### config.mk
export PLATFORM = sky130hd
export DESIGN_NAME = serial_addsub_digit
export DESIGN_NICKNAME = d
export VERILOG_FILES = /design/src/rtl/serial_addsub_digit.sv
export SDC_FILE = /design/constraint.sdc
export NUM_CORES = 1
export LEC_CHECK = 0
export BUFFER_PORTS_ARGS = -buffer_cell sky130_fd_sc_hd__buf_2
export CORE_AREA = 2 2 39 41
export CTS_CLUSTER_DIAMETER = 60
export CTS_CLUSTER_SIZE = 12
export DETAILED_ROUTE_END_ITERATION = 10
export DIE_AREA = 0 0 41 43
export GPL_TIMING_DRIVEN = 0
export RECOVER_POWER = 100
export SYNTH_ARGS = -nofsm -noshare
export SYNTH_HDL_FRONTEND = slang
export SYNTH_SLANG_ARGS = --single-unit
### constraint.sdc
create_clock -name clk -period 1.4 [get_ports clk]
set_input_delay 0.28 -clock clk [delete_from_list [all_inputs] [get_ports clk]]
set_output_delay 0.28 -clock clk [all_outputs]
set_load 0.005 [all_outputs]
### src/rtl/serial_addsub_digit.sv
// Digit-serial adder/subtractor, least-significant digit first, framed by vld/last.
// Optional signed-overflow port ovf enabled by defining SERIAL_ADDSUB_OVF_EN.
module serial_addsub_digit #(
   parameter int DIGIT_W = 1
) (
   input  logic               clk,
   input  logic               rst_n,
   input  logic               vld,
   input  logic               last,
   input  logic               sub,
   input  logic [DIGIT_W-1:0] a,
   input  logic [DIGIT_W-1:0] b,
   output logic [DIGIT_W-1:0] sum,
   output logic               sum_vld,
   output logic               sum_last,
   output logic               cout
`ifdef SERIAL_ADDSUB_OVF_EN
   ,
   output logic               ovf
`endif
);

   typedef enum logic {FIRST = 1'b0, MID = 1'b1} state_t;

   state_t             state_r, state_nxt_s;
   logic               carry_r, carry_nxt_s;
   logic               op_r, op_nxt_s;
   logic               op_s, cin_s;
   logic [DIGIT_W-1:0] b_adj_s;
   logic [DIGIT_W:0]   full_s;
   logic [DIGIT_W-1:0] s_s;
   logic               c_s;

   // Per-digit arithmetic: the first digit of a word takes op and carry-in from sub.
   always_comb begin
      op_s  = sub;
      cin_s = sub;
      case (state_r)
         FIRST: begin
            op_s  = sub;
            cin_s = sub;
         end
         MID: begin
            op_s  = op_r;
            cin_s = carry_r;
         end
         default: begin
            op_s  = sub;
            cin_s = sub;
         end
      endcase
      b_adj_s = op_s ? ~b : b;
      full_s  = {1'b0, a} + {1'b0, b_adj_s} + {{DIGIT_W{1'b0}}, cin_s};
      s_s     = full_s[DIGIT_W-1:0];
      c_s     = full_s[DIGIT_W];
   end

   // Next-state: a last digit closes the word and clears the carry so nothing leaks.
   always_comb begin
      state_nxt_s = state_r;
      carry_nxt_s = carry_r;
      op_nxt_s    = op_r;
      if (vld) begin
         op_nxt_s = op_s;
         if (last) begin
            state_nxt_s = FIRST;
            carry_nxt_s = 1'b0;
         end else begin
            state_nxt_s = MID;
            carry_nxt_s = c_s;
         end
      end else begin
         state_nxt_s = state_r;
         carry_nxt_s = carry_r;
         op_nxt_s    = op_r;
      end
   end

   // Word-framing state, carry and latched operation.
   always_ff @(posedge clk or negedge rst_n) begin
      if (!rst_n) begin
         state_r <= FIRST;
         carry_r <= 1'b0;
         op_r    <= 1'b0;
      end else begin
         state_r <= state_nxt_s;
         carry_r <= carry_nxt_s;
         op_r    <= op_nxt_s;
      end
   end

   // Registered result digit and framing; sum holds across idle cycles.
   always_ff @(posedge clk or negedge rst_n) begin
      if (!rst_n) begin
         sum      <= {DIGIT_W{1'b0}};
         sum_vld  <= 1'b0;
         sum_last <= 1'b0;
         cout     <= 1'b0;
      end else if (vld) begin
         sum      <= s_s;
         sum_vld  <= 1'b1;
         sum_last <= last;
         cout     <= last ? c_s : 1'b0;
      end else begin
         sum_vld  <= 1'b0;
         sum_last <= 1'b0;
         cout     <= 1'b0;
      end
   end

`ifdef SERIAL_ADDSUB_OVF_EN
   logic ovf_s;

   // Signed overflow: carry into the MSB differs from carry out of the MSB.
   always_comb begin
      ovf_s = a[DIGIT_W-1] ^ b_adj_s[DIGIT_W-1] ^ s_s[DIGIT_W-1] ^ c_s;
   end

   // Overflow flag is reported only alongside the last digit of a word.
   always_ff @(posedge clk or negedge rst_n) begin
      if (!rst_n) begin
         ovf <= 1'b0;
      end else if (vld && last) begin
         ovf <= ovf_s;
      end else begin
         ovf <= 1'b0;
      end
   end
`endif

endmodule

Word-level counts from Yosys, hierarchy flattened
Index checks and enable logic that the tools add are counted.
- add/subtract/negate cells: 2
- mux-type cells: 9
- bitwise gates (word level): 2
- operators with widths (cell ; count):
    2-to-1 mux 1 bit ; 7
    one-hot mux 1 bit (2 select lines) ; 2
    adder 1 x 1 -> 2 bit ; 1
    adder 2 x 1 -> 2 bit ; 1
    NOT 1 bit ; 2
- flip-flop bits (word level): 7
- input bits: 7
- output and inout port bits: 4
- word-level logic and storage cells: 20

Longest topological paths before layout
Gate-level depths: netlist of the first run.
- word-level depth: 7
- mapped depth: 5
- gate-level depth less buffers: 5

Least setup slack after synthesis of the first run
No wires, ideal clock.
- path kind: register to register
- from: register state_r
- to: register sum
- library setup time: 0.125 ns
- arrival: 1.410 ns
- required time: 1.275 ns
- slack: -0.135 ns
- stages on the path, launching flop included: 4
- path buffers: 0
- period minus slack after synthesis: 1.535 ns
- cells stage by stage: dfrtp_1 > mux2_2 > fa_1 > mux2_2
- longest elaborated chain between the ends: 5
- elaborated cells between the ends (all ways): 6
- classes of those cells: add/sub: 2; mux: 3; bitwise: 1
- RTL lines (what ; RTL line ; text):
    from (decl) ; 25 ; state_t state_r, state_nxt_s;
    from (signal assigned) ; 86 ; state_r <= state_nxt_s;
    NOT 1 bit ; 38 ; case (state_r)
    one-hot mux 1 bit (2 select lines) ; 38 ;
    2-to-1 mux 1 bit ; 52 ; b_adj_s = op_s ? ~b : b;
    adder 1 x 1 -> 2 bit ; 53 ; full_s = {1'b0, a} + {1'b0, b_adj_s} + {{DIGIT_W{1'b0}}, cin_s};
    adder 2 x 1 -> 2 bit * ; 53 ;
    named net full_s[0] ; 30 ; logic [DIGIT_W:0] full_s;
    to (signal assigned) ; 95 ; sum <= {DIGIT_W{1'b0}};
    to (signal assigned) ; 100 ; sum <= s_s;
    to (decl) ; 13 ; output logic [DIGIT_W-1:0] sum,
The timed path passes the listed nets; every way through them passes the cells marked *.
A chain may end at the register's enable or synchronous reset.

Worst setup path after layout of the first run
Same ends and word-level chain as after synthesis.

==> results of run 1 <==
per-layer routing:
| layer | vias up | wire length [µm] |
|---|---|---|
| li1 | 101 | - |
| met1 | 100 | 248 |
| met2 | 12 | 257 |
| met3 | 0 | 73 |
| met4 | 0 | 0 |
| met5 | - | 0 |
cells in the final DEF (no fill, tap or decap):
cell / Yosys / routed
clkbuf_4: 0 / 3
o21ai_0: 1 / 1
dlygate4sd3_1: 0 / 1
nor2_1: 2 / 2
clkbuf_1: 0 / 4
buf_2: 0 / 7
mux2_2: 2 / 2
nand2b_1: 1 / 1
and2_2: 1 / 1
fa_1: 1 / 1
buf_4: 0 / 1
nand3b_1: 1 / 1
mux2_1: 0 / 1
inv_1: 1 / 1
mux2i_1: 1 / 1
dfrtp_1: 7 / 7
xnor2_1: 1 / 1
and3_2: 1 / 1
cell type report:
type                    instances  area [µm²]  share of cell area, %
multi-input cells              13       113.9                  28.26
flip-flops and latches          7       175.2                  43.48
clock buffers                   4       26.28                  6.522
repair buffers                 12       63.81                  15.84
inverters                       1       3.754                 0.9317
well taps                      16       20.02                  4.969
power breakdown:
group	internal [µW]	total [µW]	switching, µW
Combinational	56.1	99.9	43.8
Clock	109	186	76.9
Sequential	233	249	15.8
Total	398	535	137
cell families after synthesis:
kind of cell	count (synthesis)
flops	7
simple gates	6
mux	4
compound gates	1
xor+xnor	1
buf+inv	1
fa+ha+maj	1
registers in the layout, indices dropped and copies added (netlist names):
| signal | flops |
|---|---|
| carry_r | 1 |
| cout | 1 |
| op_r | 1 |
| state_r | 1 |
| sum | 1 |
| sum_last | 1 |
| sum_vld | 1 |
worst register-to-register path: stages (launching register included):
cell,delay [ns]
dfrtp_1,0.39
mux2i_1,0.24
xnor2_1,0.16
fa_1,0.44
mux2_2,0.27
per-stage QoR:
step                worst slack, ns  hold WS (ns)  setup TNS (ns)  cells
floorplan                   -0.1349      -0.01559         -0.1748     21
finish                      -0.2007        0.2199         -0.3455     53
global placement            -0.2110        0.1186         -0.3576     47
CTS                         -0.2086        0.2106         -0.3525     53
detailed placement          -0.2003        0.1239         -0.3362     47
global route                -0.2696        0.2080         -0.5093     53
worst paths after layout:
path                         start  slack [ns]  cells after the start  endpoint
max reg2reg                state_r       -0.20                      4       sum
max                        state_r       -0.20                      4       sum
min reg2reg                    sum        0.51                      1       sum
min                            vld        0.22                      1   sum_vld
max in group asynchronous    rst_n        0.67                      2   state_r
min in group asynchronous    rst_n        0.45                      2      op_r
timing repair:
item,4_1_cts,5_1_grt
setup buffers,1,0
pin swaps,1,0
endpoints found under the setup margin,3,3
hold buffers,1,0
endpoints found under the hold margin,7,0
==> results.toml, run 1 <==
[routing]
detail_route.wirelength_um = 578
detail-route-antenna-nets = 0
route.vias.total = 213
drt-vias-per-instance = 4.019
initialDrtViolationCount = 3
routed_wire_per_std_cell_um = 10.91
post-route-drc-count = 0
drtPass1Iterations = 2

[outcome]
outcome = "finished with violations"
failed_checks = "setup timing"

[timing]
worst_slack_ns = -0.2007
grt_setup_unrepaired = "true"
timing.final.max_slew_violations = 0
timing.final.hold_violations = 0
slew-limit-headroom_pct = 74.51
final.setup_skew_ns = 0.005232
transition_time_at_the_pin_with_the_least_slew_margin_ns = 0.3824
timing.final.crit_share_pct = 114.3
fmax_ghz = 0.6247
timing.final.setup_violations = 3
fin_crit_ns = 1.601

[critical_path]
worst-endpoint-required_ns = 1.54
timing.critical_path.from_type = "flip-flop"
worstPathCellList = "mux2i_1, xnor2_1, fa_1, mux2_2"
crit_fanout = 3
timing.critical_path.to_type = "flip-flop"
cp_slowest_stage_delay_ns = 0.44
crit_arrival_ns = 1.74
setup.worst_path.class = "flip-flop to flip-flop"
worst_path_dominant_cell_family = "multiplexers"
crit_slowest_cell = "fa_1"
worstPathBufferInverterCount = 0

[job]
max_cap_viol_count = 0

[worst_hold_path]
hold_path_class = "input port to flip-flop"

[synth]
synth_top_family_by_area = "multiplexers"
leading_register_cell_type_out_of_synthesis = "dfrtp_1"
ys_seq_elements = 7
synth-simple-area-share_pct = 12.24
syn_nets = 29
synth-xor-area-share_pct = 2.954
syn-instance-count = 21
synth_area_leaders = "dfrtp_1, mux2_2, fa_1, mux2_4, mux2i_1"
synth-edff-count = 0
synth.top_cells.by_count = "dfrtp_1, mux2_2, nor2_1"
synth_compound_gate_area_share_pct = 1.688
synth_cell_types = 13
synth_area_per_cell_um2 = 14.12
synth_mux_area_share_pct = 16.03
yosysWarnings = 0
synth.largest_area_cell = "dfrtp_1"
synth.most_common_cell = "dfrtp_1"
area_of_the_mapped_netlist_um2 = 296.5
yosys.area.top_type_share_pct = 59.07
synth-adder-area-share_pct = 6.751
synth_async_sr_flop_share_pct = 100.0
synth-seq-area-share_pct = 59.07

[finish]
synthToLayoutAreaGrowth_pct = 35.87
layout.cell_area.non_filler_um2 = 402.9
layout.core_utilization_pct = 29.11
final_net_count = 46
proportion_of_layout_cells_with_a_drive_suffix_above_1_pct = 40.54
number_of_fill_cells = 152
antenna_cells_inserted = 0

[place]
dpl.hpwl_um = 412.5
placement.io_buffers = 10
globalplace.congestion = 0.6611
dpl-instance-area_um2 = 366.6

[grt]
met3_demand_to_capacity_share_in_global_routing_pct = 9.424
grt_first_pass_wirelength_um = 903
globalRouteMet2Util_pct = 10.94
grt.total_usage_pct = 8.545
global_routing_met1_resource_utilization_pct = 9.396
antenna_found_initial = 0
grt_max_degree = 9
global_routing_s_busiest_layer = "met2"
grt-ovfl-total = 0
via_count_of_the_first_global_routing_pass = 225

[cts]
tritoncts = "yes"
cts.clk_slew.worst_paths_ns = 0.05
cts_htree_levels = 1
clk_root_buffer_cell = "clkbuf_4"
clock_path_buffers = 2
clock_latency_ns = 0.25
cts_inserted_buffers = 3
cts.sink_count = 7
cts.repair.resized = 0

[die]
i_o_pins = 11
area_of_the_core_um2 = 1384
initial_utilization_pct = 21.43
dieWidth_um = 41
placement_rows = 14
die_area_um2 = 1763
floorplan.die.height_um = 43

[pwr]
max_ir_drop_vdd_mv = 0.4878
power_leakage_uw = 0.0001914
power.density_nw_per_um2 = 1327
pwr_total_uw = 534.8
Power figures use the tool's default switching activity.
==> inputs of run 2 (changes only) <==
--- a/config.mk
+++ b/config.mk
@@ -5,12 +5,12 @@
 export SDC_FILE = /design/constraint.sdc
 export NUM_CORES = 1
 export LEC_CHECK = 0
-export BUFFER_PORTS_ARGS = -buffer_cell sky130_fd_sc_hd__buf_2
 export CORE_AREA = 2 2 39 41
 export CTS_CLUSTER_DIAMETER = 60
 export CTS_CLUSTER_SIZE = 12
 export DETAILED_ROUTE_END_ITERATION = 10
 export DIE_AREA = 0 0 41 43
+export DONT_BUFFER_PORTS = 1
 export GPL_TIMING_DRIVEN = 0
 export RECOVER_POWER = 100
 export SYNTH_ARGS = -nofsm -noshare
==> constraint.sdc (replaced) <==
create_clock -name clk -period 1.4 [get_ports clk]
set_input_delay 0.28 -clock clk [delete_from_list [all_inputs] [get_ports clk]]
set_output_delay 0.28 -clock clk [all_outputs]
set_load 0.1 [all_outputs]
==> run 2 against run 1 <==
The flow still finishes with violations (setup timing). Critical path depth is the same. Via count shrank 20%. Clock power shrank 2%. Register-to-register slack gained 0.02 ns. Combinational power shrank 21%. Hold slack lost 0.16 ns. First-iteration DRC count grew 130%. Fmax grew 0.99%. Non-clock buffer count shrank 10. Worst setup slack gained 0.016 ns. Flip-flop and latch count is the same. Count of clock-buffer cells in the layout is the same. Largest cell class unchanged. Largest power group unchanged.
==> results.toml, run 2 (synthesis gave the netlist of run 1 again) <==
[outcome]
outcome = "finished with violations"
failed_checks = "setup timing"

[finish]
synthToLayoutAreaGrowth_pct = 23.21
final_common_cell = "dfrtp_2"
layout.cell_area.non_filler_um2 = 365.4
antenna_cells_inserted = 0
final_net_count = 36
post_layout_nonfiller_instances = 43
proportion_of_layout_cells_with_a_drive_suffix_above_1_pct = 44.44
mostFrequentLayoutCells = "dfrtp_2, dfrtp_1, clkbuf_4, nor2_1"

[grt]
grt_max_degree = 9
grt.total_usage_pct = 7.879
via_count_of_the_first_global_routing_pass = 199
grt-ovfl-total = 0
antenna_found_initial = 0
grt_first_pass_wirelength_um = 828

[die]
floorplan.die.height_um = 43
dieWidth_um = 41
area_of_the_core_um2 = 1384
i_o_pins = 11
placement_rows = 14
die_area_um2 = 1763
initial_utilization_pct = 21.43

[routing]
drtPass1Iterations = 4
drt-vias-per-instance = 3.953
detail-route-antenna-nets = 0
route.vias.total = 170
post-route-drc-count = 0
routed_wire_per_std_cell_um = 12.70
detail_route.wirelength_um = 546
initialDrtViolationCount = 7

[timing]
fin_crit_ns = 1.585
transition_time_at_the_pin_with_the_least_slew_margin_ns = 0.4885
tns_ns = -0.3053
timing.final.max_slew_violations = 0
slew-limit-headroom_pct = 67.43
timing.final.hold_violations = 0
final.setup_skew_ns = 0.0007795
grt_setup_unrepaired = "true"
fmax_ghz = 0.6309
timing.final.setup_violations = 3
worst_slack_ns = -0.1851
timing.final.crit_share_pct = 113.2

[worst_hold_path]
hold_path_class = "input port to flip-flop"

[cts]
tritoncts = "yes"
clock_path_buffers = 2
clock_latency_ns = 0.25
clk_root_buffer_cell = "clkbuf_4"
cts.clk_slew.worst_paths_ns = 0.05
cts_htree_levels = 1
cts_inserted_buffers = 3
cts.sink_count = 7

[place]
placement.io_buffers = 0
detailedPlace.worstSlack_ns = -0.1900
post-place-cells = 37
dpl-instance-area_um2 = 316.6
globalplace.congestion = 0.6025

[critical_path]
timing.critical_path.from_type = "flip-flop"
worst-endpoint-required_ns = 1.53
crit_arrival_ns = 1.72
setup.worst_path.class = "flip-flop to flip-flop"
timing.critical_path.to_type = "flip-flop"
crit_fanout = 3

[pwr]
power.density_nw_per_um2 = 1787
pwr_total_uw = 652.8
max_ir_drop_vdd_mv = 0.4178
power_leakage_uw = 0.0001576

[job]
max_cap_viol_count = 0
## run 2: cell types whose count changed in the layout (fill, tap and decap cells not counted), sizes merged
cell	before	now
clkbuf	7	4
buf	8	1
## run 2: cell type report
type | instances | area (µm²)
clock buffer | 4 | 26.28
fill | 145 | 1018
inverter | 1 | 3.754
multi-input combinational | 13 | 117.6
sequential | 7 | 180.2
tap | 16 | 20.02
timing repair buffer | 2 | 17.52
## run 2: per-layer routing
metal,share of wire [%],track usage [%],wire length (µm)
met1,37,7.213,200
met2,45,10.94,247
met3,16,6.283,89
met4,1.5,6.000,8
met5,0,0,0
## run 2: final timing paths
kind                            cells past startpoint  startpoint  slack (ns)        to
min in group asynchronous                           1       rst_n        0.36       sum
worst max register to register                      4     state_r       -0.19       sum
max in group asynchronous                           1       rst_n        0.78  sum_last
worst min-delay path                                0         vld        0.06   sum_vld
worst max-delay path                                4     state_r       -0.19       sum
worst min register to register                      1        op_r        0.52      op_r
## run 2: worst max-delay path: stages (launching register included)
cell	delay, ns
dfrtp_1	0.38
mux2i_1	0.23
xnor2_1	0.16
fa_1	0.43
mux2_4	0.26
## run 2: metrics by stage
stage | hold WS (ns) | util (%)
CTS | 0.05024 | 26.31
detailed placement | -0.01540 | 22.88
finish | 0.05680 | 26.40
floorplan | -0.01559 | -
global placement | -0.01541 | 22.88
global route | 0.03266 | 26.40
## run 2: power breakdown
group          internal [µW]  leakage, µW  total (µW)  switching (µW)
clock                    109    0.0000150         182            73.0
sequential               235    0.0000809         392             157
combinational           50.7    0.0000617        79.4            28.8
## run 2: repair_timing
item | CTS | global route
endpoints found under the hold margin | 7 | 0
resized for setup | 3 | 2
pin swaps | 1 | 0
endpoints found under the setup margin | 7 | 4
hold buffers | 1 | 0
setup buffers | 1 | 0
cloned | 0 | 0
==> inputs of run 3 (changes only) <==
--- a/config.mk
+++ b/config.mk
@@ -5,8 +5,9 @@
 export SDC_FILE = /design/constraint.sdc
 export NUM_CORES = 1
 export LEC_CHECK = 0
+export ABC_AREA = 1
 export CORE_AREA = 2 2 39 41
-export CTS_CLUSTER_DIAMETER = 60
+export CTS_CLUSTER_DIAMETER = 150
 export CTS_CLUSTER_SIZE = 12
 export DETAILED_ROUTE_END_ITERATION = 10
 export DIE_AREA = 0 0 41 43
==> run 3 against run 2 <==
The run now ends clean. Routed wire length increased by 6.2%. Clock power is essentially flat. Final area rose by 3.8%. First-iteration DRC count decreased by 86%. Highest routed layer unchanged. Via count rose by 34%.
==> results.toml, run 3 <==
[finish]
mostFrequentLayoutCells = "nand2_1, dfrtp_2, inv_1, dfrtp_1, clkbuf_4"
proportion_of_layout_cells_with_a_drive_suffix_above_1_pct = 35.90
layout.core_utilization_pct = 27.40
final_common_cell = "nand2_1"
layout.cell_area.non_filler_um2 = 379.1
number_of_fill_cells = 149
antenna_cells_inserted = 0
final_net_count = 48
synthToLayoutAreaGrowth_pct = 22.18

[synth]
synth-simple-area-share_pct = 25.40
leading_register_cell_type_out_of_synthesis = "dfrtp_1"
synth.top_cells.by_count = "nand2_1, dfrtp_1, inv_2"
synth.most_common_cell = "nand2_1"
synth_area_per_cell_um2 = 9.403
synth-seq-area-share_pct = 56.45
yosysWarnings = 0
syn_nets = 41
synth-edff-count = 0
synth_compound_gate_area_share_pct = 5.645
synth_top_family_by_area = "simple AND/OR/NAND/NOR gates"
syn-instance-count = 33
synth.largest_area_cell = "dfrtp_1"
synth-adder-area-share_pct = 6.452
ys_seq_elements = 7
yosys.area.top_type_share_pct = 56.45
synth_mux_area_share_pct = 0
synth-xor-area-share_pct = 0
synth_cell_types = 10
synth_area_leaders = "dfrtp_1, nand2_1, fa_1, a21oi_2, inv_2"
synth_async_sr_flop_share_pct = 100.0
area_of_the_mapped_netlist_um2 = 310.3

[cts]
cts.sink_count = 7
clk_root_buffer_cell = "clkbuf_4"
tritoncts = "yes"
cts.clk_slew.worst_paths_ns = 0.05
clock_path_buffers = 2
clock_latency_ns = 0.26
cts_inserted_buffers = 3
cts_htree_levels = 1

[critical_path]
worst-endpoint-required_ns = 1.54
timing.critical_path.from_type = "flip-flop"
cp-endpoint = "sum"
setup.worst_path.class = "flip-flop to flip-flop"
setup.worst_path.start = "state_r"
reg2reg_setup_slack_ns = 0.06
worstRegToRegCells = 8
timing.critical_path.to_type = "flip-flop"
crit_slowest_cell = "fa_1"
worst_path_dominant_cell_family = "adder cells"
r2r_end = "sum"
worstPathCellList = "inv_2, nand2_4, nand2_2, nand2_1, nand2_1, fa_1, nand2_1, nand2_1"
crit_fanout = 3
worstPathBufferInverterCount = 1
path_common_cell = "nand2_1"
reg2reg_from = "state_r"
crit_arrival_ns = 1.48
cp_num_cells = 8
cp_slowest_stage_delay_ns = 0.41

[grt]
grt_first_pass_wirelength_um = 952
antenna_found_initial = 0
grt-ovfl-total = 0
grt.total_usage_pct = 9.008
grt_max_degree = 8
via_count_of_the_first_global_routing_pass = 244

[place]
dpl.hpwl_um = 438.6
globalplace.congestion = 0.7278
dpl-instance-area_um2 = 330.3
detailedPlace.worstSlack_ns = 0.03585
placement.io_buffers = 0

[routing]
initialDrtViolationCount = 1
route.vias.total = 227
detail-route-antenna-nets = 0
drt-vias-per-instance = 4.127
detail_route.wirelength_um = 580
post-route-drc-count = 0
drtPass1Iterations = 2
routed_wire_per_std_cell_um = 10.55

[die]
area_of_the_core_um2 = 1384
dieWidth_um = 41
i_o_pins = 11
placement_rows = 14
floorplan.die.height_um = 43
die_area_um2 = 1763
initial_utilization_pct = 22.42

[timing]
timing.final.crit_share_pct = 95.86
timing.final.hold_violations = 0
fmax_ghz = 0.7452
timing.final.setup_violations = 0
final.setup_skew_ns = 0.003638
hold-worst-slack_ns = 0.04799
worst_slack_ns = 0.05801
slew-limit-headroom_pct = 67.01
timing.final.max_slew_violations = 0
transition_time_at_the_pin_with_the_least_slew_margin_ns = 0.4948
fin_crit_ns = 1.342
grt_setup_unrepaired = "true"

[job]
max_cap_viol_count = 0

[outcome]
outcome = "completed"

[pwr]
power_leakage_uw = 0.0001976
max_ir_drop_vdd_mv = 0.5354
power.density_nw_per_um2 = 1557

[worst_hold_path]
hold_path_class = "input port to flip-flop"
==> run 3: cell count changes in the layout (fill, tap and decap cells not counted), sizes merged <==
cell / previous run / this run
a21oi: 0 / 2
and2: 1 / 0
and3: 1 / 0
inv: 1 / 5
mux2: 3 / 0
mux2i: 1 / 0
nand2: 0 / 16
nand2b: 1 / 0
nand3: 0 / 1
nand3b: 1 / 0
nor2: 2 / 1
o21ai: 1 / 0
xnor2: 1 / 0
==> run 3: report_power, final <==
| part | switching, µW | leakage (µW) | internal, µW |
|---|---|---|---|
| Sequential | 107 | 0.0000822 | 227 |
| Combinational | 40.7 | 0.000100 | 31.3 |
| Clock | 75.8 | 0.0000150 | 109 |
| Total | 224 | 0.000198 | 367 |
==> run 3: cell type report <==
type | instances | area [µm²] | share of cell area [%]
inverter | 5 | 18.77 | 4.950
multi-input combinational | 21 | 116.4 | 30.69
clock buffer | 4 | 26.28 | 6.931
timing repair buffer | 2 | 17.52 | 4.620
tap | 16 | 20.02 | 5.281
sequential | 7 | 180.2 | 47.52
==> run 3: repair_timing <==
| item | 4_1_cts | 5_1_grt |
|---|---|---|
| endpoints found under the hold margin | 7 | 0 |
| pin swaps | 0 | 1 |
| endpoints found under the setup margin | 4 | 2 |
| gates resized for setup | 4 | 0 |
| buffers inserted | 0 | 1 |
| hold buffers | 1 | 0 |
==> run 3: how the worst min path moves through the flow <==
stage	start	end	slack, ns	depth (start not counted)
CTS	vld	sum_vld	0.04	0
floorplan	rst_n	carry_r	-0.02	0
detailed placement	rst_n	sum_vld	-0.02	0
global placement	rst_n	sum_vld	-0.02	0
finish	vld	sum_vld	0.05	0
global route	vld	sum_vld	0.03	0
==> run 3: cells by family (layout without fill, tap and decap cells) <==
kind of cell,count (synthesis),count (layout)
simple gates,18,18
flops,7,7
buf+inv,5,11
compound gates,2,2
fa+ha+maj,1,1
==> run 3: layer usage <==
metal	vias up	part of all wire, %	GRT usage (%)
met5	-	0	0
li1	110	-	-
met1	106	35	7.261
met3	3	12	8.377
met4	0	2.1	6.000
met2	8	51	13.13
==> run 3: stage by stage <==
stage	total power, µW	cells	setup TNS (ns)
2_1_floorplan	383.6	33	0
3_3_place_gp	395.5	49	0
3_5_place_dp	398.6	49	0
4_1_cts	597.9	54	0
5_1_grt	622.2	55	-0.03338
6_report	590.3	55	0
